$ cat src/rtl/kmer_count_query.sv
// Count-min sketch read port: hashes a k-mer like the LFSR writer, reads the
// shared row from four counter SRAMs and returns the minimum counter plus a solid flag.
module kmer_count_query #(
    parameter int unsigned READ_LATENCY    = 1,
    parameter int unsigned SOLID_THRESHOLD = 2
) (
    input  logic        clk,
    input  logic        reset,
    input  logic        q_valid,
    output logic        q_ready,
    input  logic [97:0] q_kmer,
    output logic [6:0]  address,
    output logic        CSB,
    output logic        OEB,
    output logic        WEB,
    input  logic [63:0] dataout1,
    input  logic [63:0] dataout2,
    input  logic [63:0] dataout3,
    input  logic [63:0] dataout4,
    output logic        r_valid,
    input  logic        r_ready,
    output logic [1:0]  r_count,
    output logic        r_solid,
    output logic [7:0]  r_position,
    output logic        busy
);

    localparam int unsigned ROW_W = 7;
    localparam int unsigned OFF_W = 6;
    localparam int unsigned LAT_W = 3;
    localparam int unsigned POS_W = 8;
    localparam int unsigned CNT_W = 2;

    typedef enum logic [1:0] {
        IDLE   = 2'd0,
        READ   = 2'd1,
        WAIT   = 2'd2,
        RESULT = 2'd3
    } state_t;

    state_t             state_q, state_d;
    logic [ROW_W-1:0]   address_q, address_d;
    logic [OFF_W-1:0]   off1_q, off1_d, off2_q, off2_d, off3_q, off3_d, off4_q, off4_d;
    logic [POS_W-1:0]   pos_q, pos_d;
    logic [LAT_W-1:0]   wait_q, wait_d;
    logic               csb_q, csb_d;
    logic               q_ready_q, q_ready_d;
    logic               busy_q, busy_d;
    logic               r_valid_q, r_valid_d;
    logic [CNT_W-1:0]   r_count_q, r_count_d;
    logic               r_solid_q, r_solid_d;
    logic [POS_W-1:0]   r_position_q, r_position_d;

    logic [79:0]        taps_c;
    logic [ROW_W-1:0]   row_c;
    logic [OFF_W-1:0]   off1_c, off2_c, off3_c, off4_c;
    logic [CNT_W-1:0]   min_c;
    logic               unused_kmer_bits;

    // Bits between the position field and the k-mer carry nothing for the hash.
    assign unused_kmer_bits = ^q_kmer[89:80];

    function automatic logic [CNT_W-1:0] min2(input logic [CNT_W-1:0] a, input logic [CNT_W-1:0] b);
        return (a < b) ? a : b;
    endfunction

    // Writer-compatible hash: adjacent-bit XOR taps feed row and counter offsets.
    always_comb begin
        taps_c = q_kmer[79:0] ^ {q_kmer[78:0], 1'b0};
        row_c  = {taps_c[5], taps_c[20], taps_c[45], taps_c[67], taps_c[17], taps_c[72], taps_c[36]};
        off1_c = {taps_c[15], taps_c[51], taps_c[25], taps_c[50], taps_c[31], 1'b0};
        off2_c = {taps_c[9],  taps_c[44], taps_c[58], taps_c[13], taps_c[66], 1'b0};
        off3_c = {taps_c[40], taps_c[24], taps_c[55], taps_c[20], taps_c[60], 1'b0};
        off4_c = {taps_c[15], taps_c[30], taps_c[5],  taps_c[61], taps_c[45], 1'b0};
    end

    always_comb begin
        min_c = min2(min2(dataout1[off1_q +: 2], dataout2[off2_q +: 2]),
                     min2(dataout3[off3_q +: 2], dataout4[off4_q +: 2]));
    end

    always_ff @(posedge clk) begin
        if (reset) begin
            state_q      <= IDLE;
            address_q    <= '0;
            off1_q       <= '0;
            off2_q       <= '0;
            off3_q       <= '0;
            off4_q       <= '0;
            pos_q        <= '0;
            wait_q       <= '0;
            csb_q        <= 1'b1;
            q_ready_q    <= 1'b1;
            busy_q       <= 1'b0;
            r_valid_q    <= 1'b0;
            r_count_q    <= '0;
            r_solid_q    <= 1'b0;
            r_position_q <= '0;
        end else begin
            state_q      <= state_d;
            address_q    <= address_d;
            off1_q       <= off1_d;
            off2_q       <= off2_d;
            off3_q       <= off3_d;
            off4_q       <= off4_d;
            pos_q        <= pos_d;
            wait_q       <= wait_d;
            csb_q        <= csb_d;
            q_ready_q    <= q_ready_d;
            busy_q       <= busy_d;
            r_valid_q    <= r_valid_d;
            r_count_q    <= r_count_d;
            r_solid_q    <= r_solid_d;
            r_position_q <= r_position_d;
        end
    end

    // Chip select is raised one edge ahead so it is low exactly during READ.
    always_comb begin
        state_d      = state_q;
        address_d    = address_q;
        off1_d       = off1_q;
        off2_d       = off2_q;
        off3_d       = off3_q;
        off4_d       = off4_q;
        pos_d        = pos_q;
        wait_d       = wait_q;
        csb_d        = 1'b1;
        r_valid_d    = r_valid_q;
        r_count_d    = r_count_q;
        r_solid_d    = r_solid_q;
        r_position_d = r_position_q;
        case (state_q)
            IDLE: begin
                if (q_valid && q_ready_q) begin
                    address_d = row_c;
                    off1_d    = off1_c;
                    off2_d    = off2_c;
                    off3_d    = off3_c;
                    off4_d    = off4_c;
                    pos_d     = q_kmer[97:90];
                    csb_d     = 1'b0;
                    state_d   = READ;
                end
            end
            READ: begin
                wait_d  = LAT_W'(READ_LATENCY - 1);
                state_d = WAIT;
            end
            WAIT: begin
                if (wait_q == '0) begin
                    r_count_d    = min_c;
                    r_solid_d    = (min_c >= CNT_W'(SOLID_THRESHOLD));
                    r_position_d = pos_q;
                    r_valid_d    = 1'b1;
                    state_d      = RESULT;
                end else begin
                    wait_d = wait_q - LAT_W'(1);
                end
            end
            RESULT: begin
                if (r_ready) begin
                    r_valid_d = 1'b0;
                    state_d   = IDLE;
                end
            end
            default: state_d = IDLE;
        endcase
        q_ready_d = (state_d == IDLE);
        busy_d    = (state_d != IDLE);
    end

    assign q_ready    = q_ready_q;
    assign busy       = busy_q;
    assign address    = address_q;
    assign CSB        = csb_q;
    assign OEB        = csb_q;
    assign WEB        = 1'b1;
    assign r_valid    = r_valid_q;
    assign r_count    = r_count_q;
    assign r_solid    = r_solid_q;
    assign r_position = r_position_q;

endmodule

$ cat config.mk
export PLATFORM = sky130hd
export DESIGN_NAME = kmer_count_query
export DESIGN_NICKNAME = d
export VERILOG_FILES = /design/src/rtl/kmer_count_query.sv
export SDC_FILE = /design/constraint.sdc
export NUM_CORES = 1
export LEC_CHECK = 0
export ABC_AREA = 1
export CORE_AREA = 10 10 140 142
export CTS_CLUSTER_DIAMETER = 150
export CTS_CLUSTER_SIZE = 10
export DETAILED_ROUTE_END_ITERATION = 6
export DIE_AREA = 0 0 150 152
export HOLD_SLACK_MARGIN = 0.06
export PLACE_DENSITY = 0.71
export SYNTH_ARGS = -nofsm -noshare
export SYNTH_HDL_FRONTEND = slang
export SYNTH_SLANG_ARGS = --single-unit
$ cat constraint.sdc
create_clock -name clk -period 2.7 [get_ports clk]
set_input_delay 0.405 -clock clk [delete_from_list [all_inputs] [get_ports clk]]
set_output_delay 0.405 -clock clk [all_outputs]
set_load 0.02 [all_outputs]
==> out/metrics.csv, run 1 <==
stage,metric,value,unit
worst_setup_path,Worst Setup End Kind,flop,
min_path,Hold Path Sink,wait_q[1]$_SDFFE_PP0P_,
finish,nets,1513,
sta,WHS,468,ps
clock_network,CTS sink cnt,50,
sta,final hold viol count,0,
min_path,hold path cells,2,
sta,f_max,401,MHz
clock_network,CTS tree,done,
status,outcome,"finished, final reports clean",
route,DRC viols,0,
pwr,VDD IR max,0.000343,V
logic_synthesis,Netlist Area Pre-Place,4700,µm²
worst_setup_path,critical path arrival,2710,ps
global_routing,largest net degree at the start of global routing,34,
pwr,Clock power frac,16.6,%
min_path,Hold Path Origin,wait_q[1]$_SDFFE_PP0P_,
sta,final clock skew,7.93,ps
worst_setup_path,Setup CP Type,reg -> reg,
pwr,Leakage Power,0.00366,µW
route,post-route ant nets,0,
route,Via Count,6455,
logic_synthesis,post-synth top area share,21.3,%
clock_network,root buf cell,clkbuf_16,
pwr,Logic pwr share,59.1,%
worst_setup_path,CP max FO,12,
floorplanning,I/O Pins,382,
route,DR iter-0 viols,365,
pwr,overall power,4040,µW
sta,period utilisation layout,92.3,%
global_routing,grt total ovfl,0,
sta,RSZ-0062 raised after global routing,no,
worst_setup_path,startpoint types,flop,
sta,Final Max Tran Viols,0,
route,Routed WL,22.5,mm
placed_design,post-DP HPWL,18.5,mm
finish,area grow syn2layout,78.8,%
finish,post-route insts no fill,1373,
clock_network,"Hold-fix buffers, CTS",0,
worst_setup_path,RR Endpoint,r_count[0]$_SDFFE_PP0P_,
clock_network,Num CTS Buffers,5,
logic_synthesis,Synth area leader,dfxtp_1,
route,Pre-Repair DR Iteration Count,4,
logic_synthesis,Syn Inst Count,837,
sta,setup_tns,0,ps
floorplanning,core area,16900,µm²
global_routing,antenna violations before repair,0,
pwr,NetSw,1690,µW
finish,share of cells above drive strength 1,4.44,%
logic_synthesis,synth top area cells,"dfxtp_1 (21%), nand2_1 (16%), o21ai_0 (13%), nor2_1 (10%), nand3_1 (9.6%)",
worst_setup_path,flop2flop setup slack,210,ps
placed_design,final estimated routing congestion in global placement,0.905,
floorplanning,# rows,48,
pwr,power density cells,481,nW/µm²
job,MaxCap Viol Count,0,
logic_synthesis,"Seq/Total Area, Yosys",21.3,%
floorplanning,die area,22800,µm²
clock_network,clk buf depth,2,
global_routing,GRT Total Usage,18.3,%
logic_synthesis,Mapped Nets,1203,
clock_network,Skew-Pair Late Insertion Delay,290,ps
floorplanning,die span in y,152,µm
worst_setup_path,Crit Reg-Reg Startpoint,off1_q[2]$_SDFFE_PP0P_,
sta,setup violators final,0,
sta,Slew @ Worst Pin,509,ps
floorplanning,Die Span X,150,µm
worst_setup_path,WP data required,2920,ps
placed_design,placed cell count,1365,
route,vias per inst,4.70,
worst_setup_path,Reg2Reg Depth,12,
logic_synthesis,Seq cells post-synth,50,
logic_synthesis,Unique masters post-synth,28,
global_routing,vias in the first global route,6213,
clock_network,H-tree depth,2,
sta,Slew headroom,66.0,%
logic_synthesis,Post-Syn Area per Cell,5.62,µm²
sta,Final min period,2490,ps
clock_network,Worst-path clk slew,80,ps
route,drt wl/cell,16.4,µm
placed_design,IO Port Bufs,330,
pwr,sequential power share,24.3,%
finish,diode count,0,
min_path,Worst Hold Class,reg -> reg,
global_routing,first-pass GRT wire length,34.1,mm
floorplanning,Initial Utilization,27.8,%
pwr,Sw Ratio,41.8,%
pwr,cell internal pwr,2350,µW
logic_synthesis,Synth warnings,0,
-- through the flow --
| step | utilization [%] | setup WS, ps | instance area [µm²] |
|---|---|---|---|
| finish | 49.7 | 209 | 8410 |
| detailed placement | 48.8 | 0.850 | 8260 |
| global placement | 48.8 | 20.7 | 8260 |
| CTS | 49.7 | 119 | 8410 |
| global route | 49.7 | 13.2 | 8410 |
| floorplan | - | 479 | 4700 |
-- registers in the layout (all words and copies together) (netlist names) --
name,cells
CSB,1
off4_q,4
q_ready,1
r_valid,1
pos_q,8
busy,1
off1_q,4
wait_q,3
state_q,2
address,6
off2_q,5
r_position,8
r_count,2
off3_q,4
-- layout by cell type, fill, tap and decap left out --
cell type and n:
inv_8 1, nor2_1 131, nand3_2 1, clkdlybuf4s50_1 330
o21ai_0 119, nand3_1 89, o211ai_1 1, clkbuf_16 5
dfxtp_1 50, xnor2_1 4, buf_4 30, inv_1 72
clkinv_1 4, inv_2 6, nor3_1 1, o22ai_1 4
o21ai_2 2, nand2_1 203, a31oi_1 2, clkinv_4 2
conb_1 1, a21oi_1 28, buf_12 2, or2_2 2
a32oi_1 1, o221ai_1 28, ha_1 8, o21ai_1 1
xor2_1 20
-- worst max path at each step --
| stage | startpoint | end | slack [ps] | cells past startpoint |
|---|---|---|---|---|
| after global routing | address[4]$_SDFFE_PP0P_ | r_count[0]$_SDFFE_PP0P_ | 10 | 15 |
| after floorplan | address[5]$_SDFFE_PP0P_ | r_count[0]$_SDFFE_PP0P_ | 480 | 16 |
| after global placement | dataout1[15] | r_count[0]$_SDFFE_PP0P_ | 20 | 13 |
| final | off1_q[2]$_SDFFE_PP0P_ | r_count[0]$_SDFFE_PP0P_ | 210 | 12 |
| after detailed placement | dataout1[61] | r_count[0]$_SDFFE_PP0P_ | 0.8 | 13 |
| after CTS | off1_q[2]$_SDFFE_PP0P_ | r_count[0]$_SDFFE_PP0P_ | 120 | 13 |
-- worst max-delay path, stage by stage (launching register included) --
cell	delay, ps
dfxtp_1	600
o21ai_0	160
o221ai_1	250
nand3_1	110
a32oi_1	300
buf_4	180
ha_1	210
or2_2	270
nand2_1	70
nand2_1	50
nand2_1	60
nand2_1	60
a21oi_1	110
-- what timing repair did --
action,CTS,global route
endpoints found under the hold margin,0,0
setup endpoints to repair,0,1
buffers inserted,0,0
gates resized for setup,0,2
-- logic make-up (layout without fill, tap and decap cells) --
family          Yosys count  count (layout)  synth area share (%)
simple gates            427             427                  36.6
compound gates          186             186                  22.5
buf+inv                 141             452                  13.0
flops                    50              50                  21.3
xor+xnor                 24              24                  4.47
fa+ha+maj                 8               8                  2.13
other cells               1               1                0.0797
-- cells in the mapped netlist (all sizes together) --
cell    count
xor2       20
a21oi      28
o21ai     122
nor2      131
dfxtp      50
ha          8
o221ai     28
buf        38
a32oi       1
conb        1
a31oi       2
clkinv      4
clkbuf     21
o22ai       4
nand2     203
or2         2
inv        78
xnor2       4
o211ai      1
nand3      90
nor3        1
-- power by group through the flow --
stage	Sequential (µW)	Clock, µW	Combinational, µW
CTS	980	701	2410
global placement	992	0	2380
global route	1000	732	2680
finish	981	672	2390
floorplan	1010	0	1360
detailed placement	994	0	2400
-- area by class of cell --
| class | instances | area [µm²] |
|---|---|---|
| fillers | 1746 | 8530 |
| repair buffers | 362 | 3570 |
| multi-input cells | 646 | 3100 |
| flip-flops and latches | 50 | 1000 |
| inverters | 82 | 308 |
| well taps | 225 | 282 |
| clock buffers | 5 | 125 |
| clock inverters | 3 | 28.8 |
-- metal layers --
layer  global-route usage, %  part of all wire (%)
met2                    31.7                    49
met3                    5.05                   8.1
met4                    3.01                   1.2
met1                    22.3                    41
met5                       0                     0
(Power assumes the default switching activity.)
==> inputs of run 2 (changes only) <==
==> constraint.sdc (replaced) <==
create_clock -name clk -period 2.7 [get_ports clk]
set_input_delay 0.27 -clock clk [delete_from_list [all_inputs] [get_ports clk]]
set_output_delay 0.27 -clock clk [all_outputs]
set_load 0.02 [all_outputs]
==> run 2 against run 1 <==
Effect of this change:
- setup slack improved by 20 ps
- via count grew 1.3%
- die area did not move
- highest routed layer unchanged
- cell area did not move
- core utilization did not move
- critical path depth is 2 higher
- clock power up 11%
- register-to-register slack better by 20 ps
- final cell count about the same
- critical path type unchanged
- combinational power about the same
- routed wire length about the same
- first-iteration DRC count is 8.8% higher
- largest cell class unchanged
- critical endpoint unchanged
==> out/metrics.csv, run 2 (synthesis gave the netlist of run 1 again) <==
stage,metric,value,unit,change
status,outcome,"finished, final reports clean",,
global_routing,grt total ovfl,0,,unchanged
global_routing,GRT Total Usage,18.4,%,+0.019 points
global_routing,vias in the first global route,6343,,+2.1%
sta,setup ws final,229,ps,+20.2 ps
pwr,Sw Ratio,40.6,%,-1.1 points
sta,WHS,462,ps,-6.07 ps
route,DR iter-0 viols,397,,+8.8%
floorplanning,# rows,48,,unchanged
clock_network,Skew-Pair Late Insertion Delay,290,ps,about the same
sta,RSZ-0062 raised after global routing,no,,
pwr,Clock power frac,18.2,%,+1.6 points
global_routing,largest net degree at the start of global routing,35,,+2.9%
sta,Slew headroom,65.5,%,-0.54 points
floorplanning,core area,16900,µm²,unchanged
finish,Multi-input gate area,3100,µm²,unchanged
placed_design,final estimated routing congestion in global placement,0.901,,-0.36%
worst_setup_path,critical path arrival,2690,ps,-20 ps
clock_network,clk buf depth,2,,unchanged
worst_setup_path,Worst Setup End Kind,flop,,
route,post-route ant nets,0,,unchanged
pwr,Logic pwr share,57.8,%,-1.3 points
worst_setup_path,CP most frequent cell,nand2_1,,
finish,register area,1000,µm²,+0.12%
placed_design,IO Port Bufs,330,,unchanged
route,Via Count,6539,,+1.3%
finish,diode count,0,,unchanged
sta,final hold viol count,0,,unchanged
pwr,NetSw,1670,µW,-1.1%
sta,period utilisation layout,91.5,%,-0.75 points
placed_design,dpl ws,142,ps,+141 ps
worst_setup_path,slowest library cell on the worst path,dfxtp_1,,
pwr,sequential power share,24.0,%,-0.3 points
clock_network,CTS tree,done,,
finish,"most common cell after layout, fill and taps aside",clkdlybuf4s50_1,,
clock_network,CTS sink cnt,50,,unchanged
floorplanning,die area,22800,µm²,unchanged
sta,setup_tns,0,ps,unchanged
worst_setup_path,"slowest stage delay, CP",420,ps,-180 ps
placed_design,post-DP HPWL,18.4,mm,-0.17%
route,Pre-Repair DR Iteration Count,5,,+1
pwr,VDD IR max,0.000383,V,+11%
clock_network,root buf cell,clkbuf_16,,
worst_setup_path,Setup CP Type,reg -> reg,,
clock_network,post-CTS setup buffers,0,,unchanged
finish,nets,1512,,-0.066%
clock_network,"Hold-fix buffers, CTS",0,,unchanged
route,vias per inst,4.77,,+1.4%
pwr,cell internal pwr,2440,µW,+3.6%
route,drt wl/cell,16.4,µm,+0.16%
clock_network,Worst-path clk slew,70,ps,about the same
job,MaxCap Viol Count,0,,unchanged
worst_setup_path,WP data required,2920,ps,about the same
sta,Final Max Tran Viols,0,,unchanged
clock_network,H-tree depth,2,,unchanged
clock_network,post-cts resize count,0,,unchanged
route,DRC viols,0,,unchanged
worst_setup_path,CP max FO,10,,-2
finish,most frequent cells in the layout,"clkdlybuf4s50_1 (330), nand2_1 (203), nor2_1 (131), o21ai_0 (119), nand3_1 (89)",,
finish,share of cells above drive strength 1,4.36,%,-0.083 points
floorplanning,I/O Pins,382,,unchanged
floorplanning,die span in y,152,µm,unchanged
finish,area grow syn2layout,78.8,%,unchanged
sta,f_max,405,MHz,+0.82%
sta,Slew @ Worst Pin,517,ps,+8.08 ps
finish,fillcell total,1776,,+1.7%
global_routing,antenna violations before repair,0,,unchanged
sta,final clock skew,7.53,ps,-0.401 ps
pwr,power density cells,489,nW/µm²,+1.6%
pwr,Leakage Power,0.00366,µW,about the same
global_routing,first-pass GRT wire length,34.2,mm,+0.26%
worst_setup_path,critical-path cell list,inv_1 -> o21ai_0 -> o22ai_1 -> o21ai_0 -> o21ai_0 -> nor2_1 -> a31oi_1 -> ha_1 -> or2_2 -> nand2_1 -> nand2_1 -> nand2_1 -> nand2_1 -> a21oi_1,,
floorplanning,Initial Utilization,27.8,%,unchanged
min_path,Worst Hold Class,reg -> reg,,
clock_network,Num CTS Buffers,5,,unchanged
worst_setup_path,startpoint types,flop,,
sta,setup violators final,0,,unchanged
sta,Final min period,2470,ps,-20.2 ps
route,Routed WL,22.5,mm,about the same
floorplanning,Die Span X,150,µm,unchanged
[run 2: critical path, delay by kind of cell (launching register included)]
family	cells	cell delay [ps]
AOI/OAI and AO/OA	6	880
buffers and inverters	1	260
DFF	1	420
adders and majority gates	1	300
and+or+nand+nor	6	530
[run 2: area by class of cell]
cell class	instances	share of cell area, %
Timing Repair Buffer	361	42.2
Multi-Input combinational cell	646	36.8
Sequential cell	50	11.9
Inverter	82	3.66
Tap cell	225	3.35
Clock buffer	5	1.49
Clock inverter	3	0.565
[run 2: power by group through the flow]
stage | Combinational [µW] | Sequential, µW | Clock (µW)
2_1_floorplan | 1360 | 1010 | 0
3_3_place_gp | 2370 | 998 | 0
3_5_place_dp | 2380 | 1000 | 0
4_1_cts | 2400 | 985 | 785
5_1_grt | 2660 | 1010 | 811
6_report | 2370 | 986 | 748
[run 2: worst paths after layout]
| path | start | endpoint | slack [ps] | depth (start not counted) |
|---|---|---|---|---|
| setup / recovery | address[5]$_SDFFE_PP0P_ | r_count[0]$_SDFFE_PP0P_ | 230 | 14 |
| hold / removal | wait_q[1]$_SDFFE_PP0P_ | wait_q[1]$_SDFFE_PP0P_ | 460 | 2 |
| setup reg to reg | address[5]$_SDFFE_PP0P_ | r_count[0]$_SDFFE_PP0P_ | 230 | 14 |
| hold reg to reg | wait_q[1]$_SDFFE_PP0P_ | wait_q[1]$_SDFFE_PP0P_ | 460 | 2 |
[run 2: routing by layer]
layer / track usage [%] / vias up / wire length, µm
met4: 2.73 / 0 / 279
met2: 32.3 / 241 / 11000
li1: - / 3342 / -
met1: 22.1 / 2935 / 9300
met3: 4.81 / 21 / 1900
met5: 0 / - / 0
[run 2: through the flow]
step           instances  total power [µW]  cell area [µm²]  utilization, %
2_1_floorplan        837              2370             4700               -
3_3_place_gp        1364              3370             8240            48.6
3_5_place_dp        1364              3390             8240            48.6
4_1_cts             1372              4170             8410            49.7
5_1_grt             1372              4480             8410            49.7
6_report            1372              4110             8410            49.7
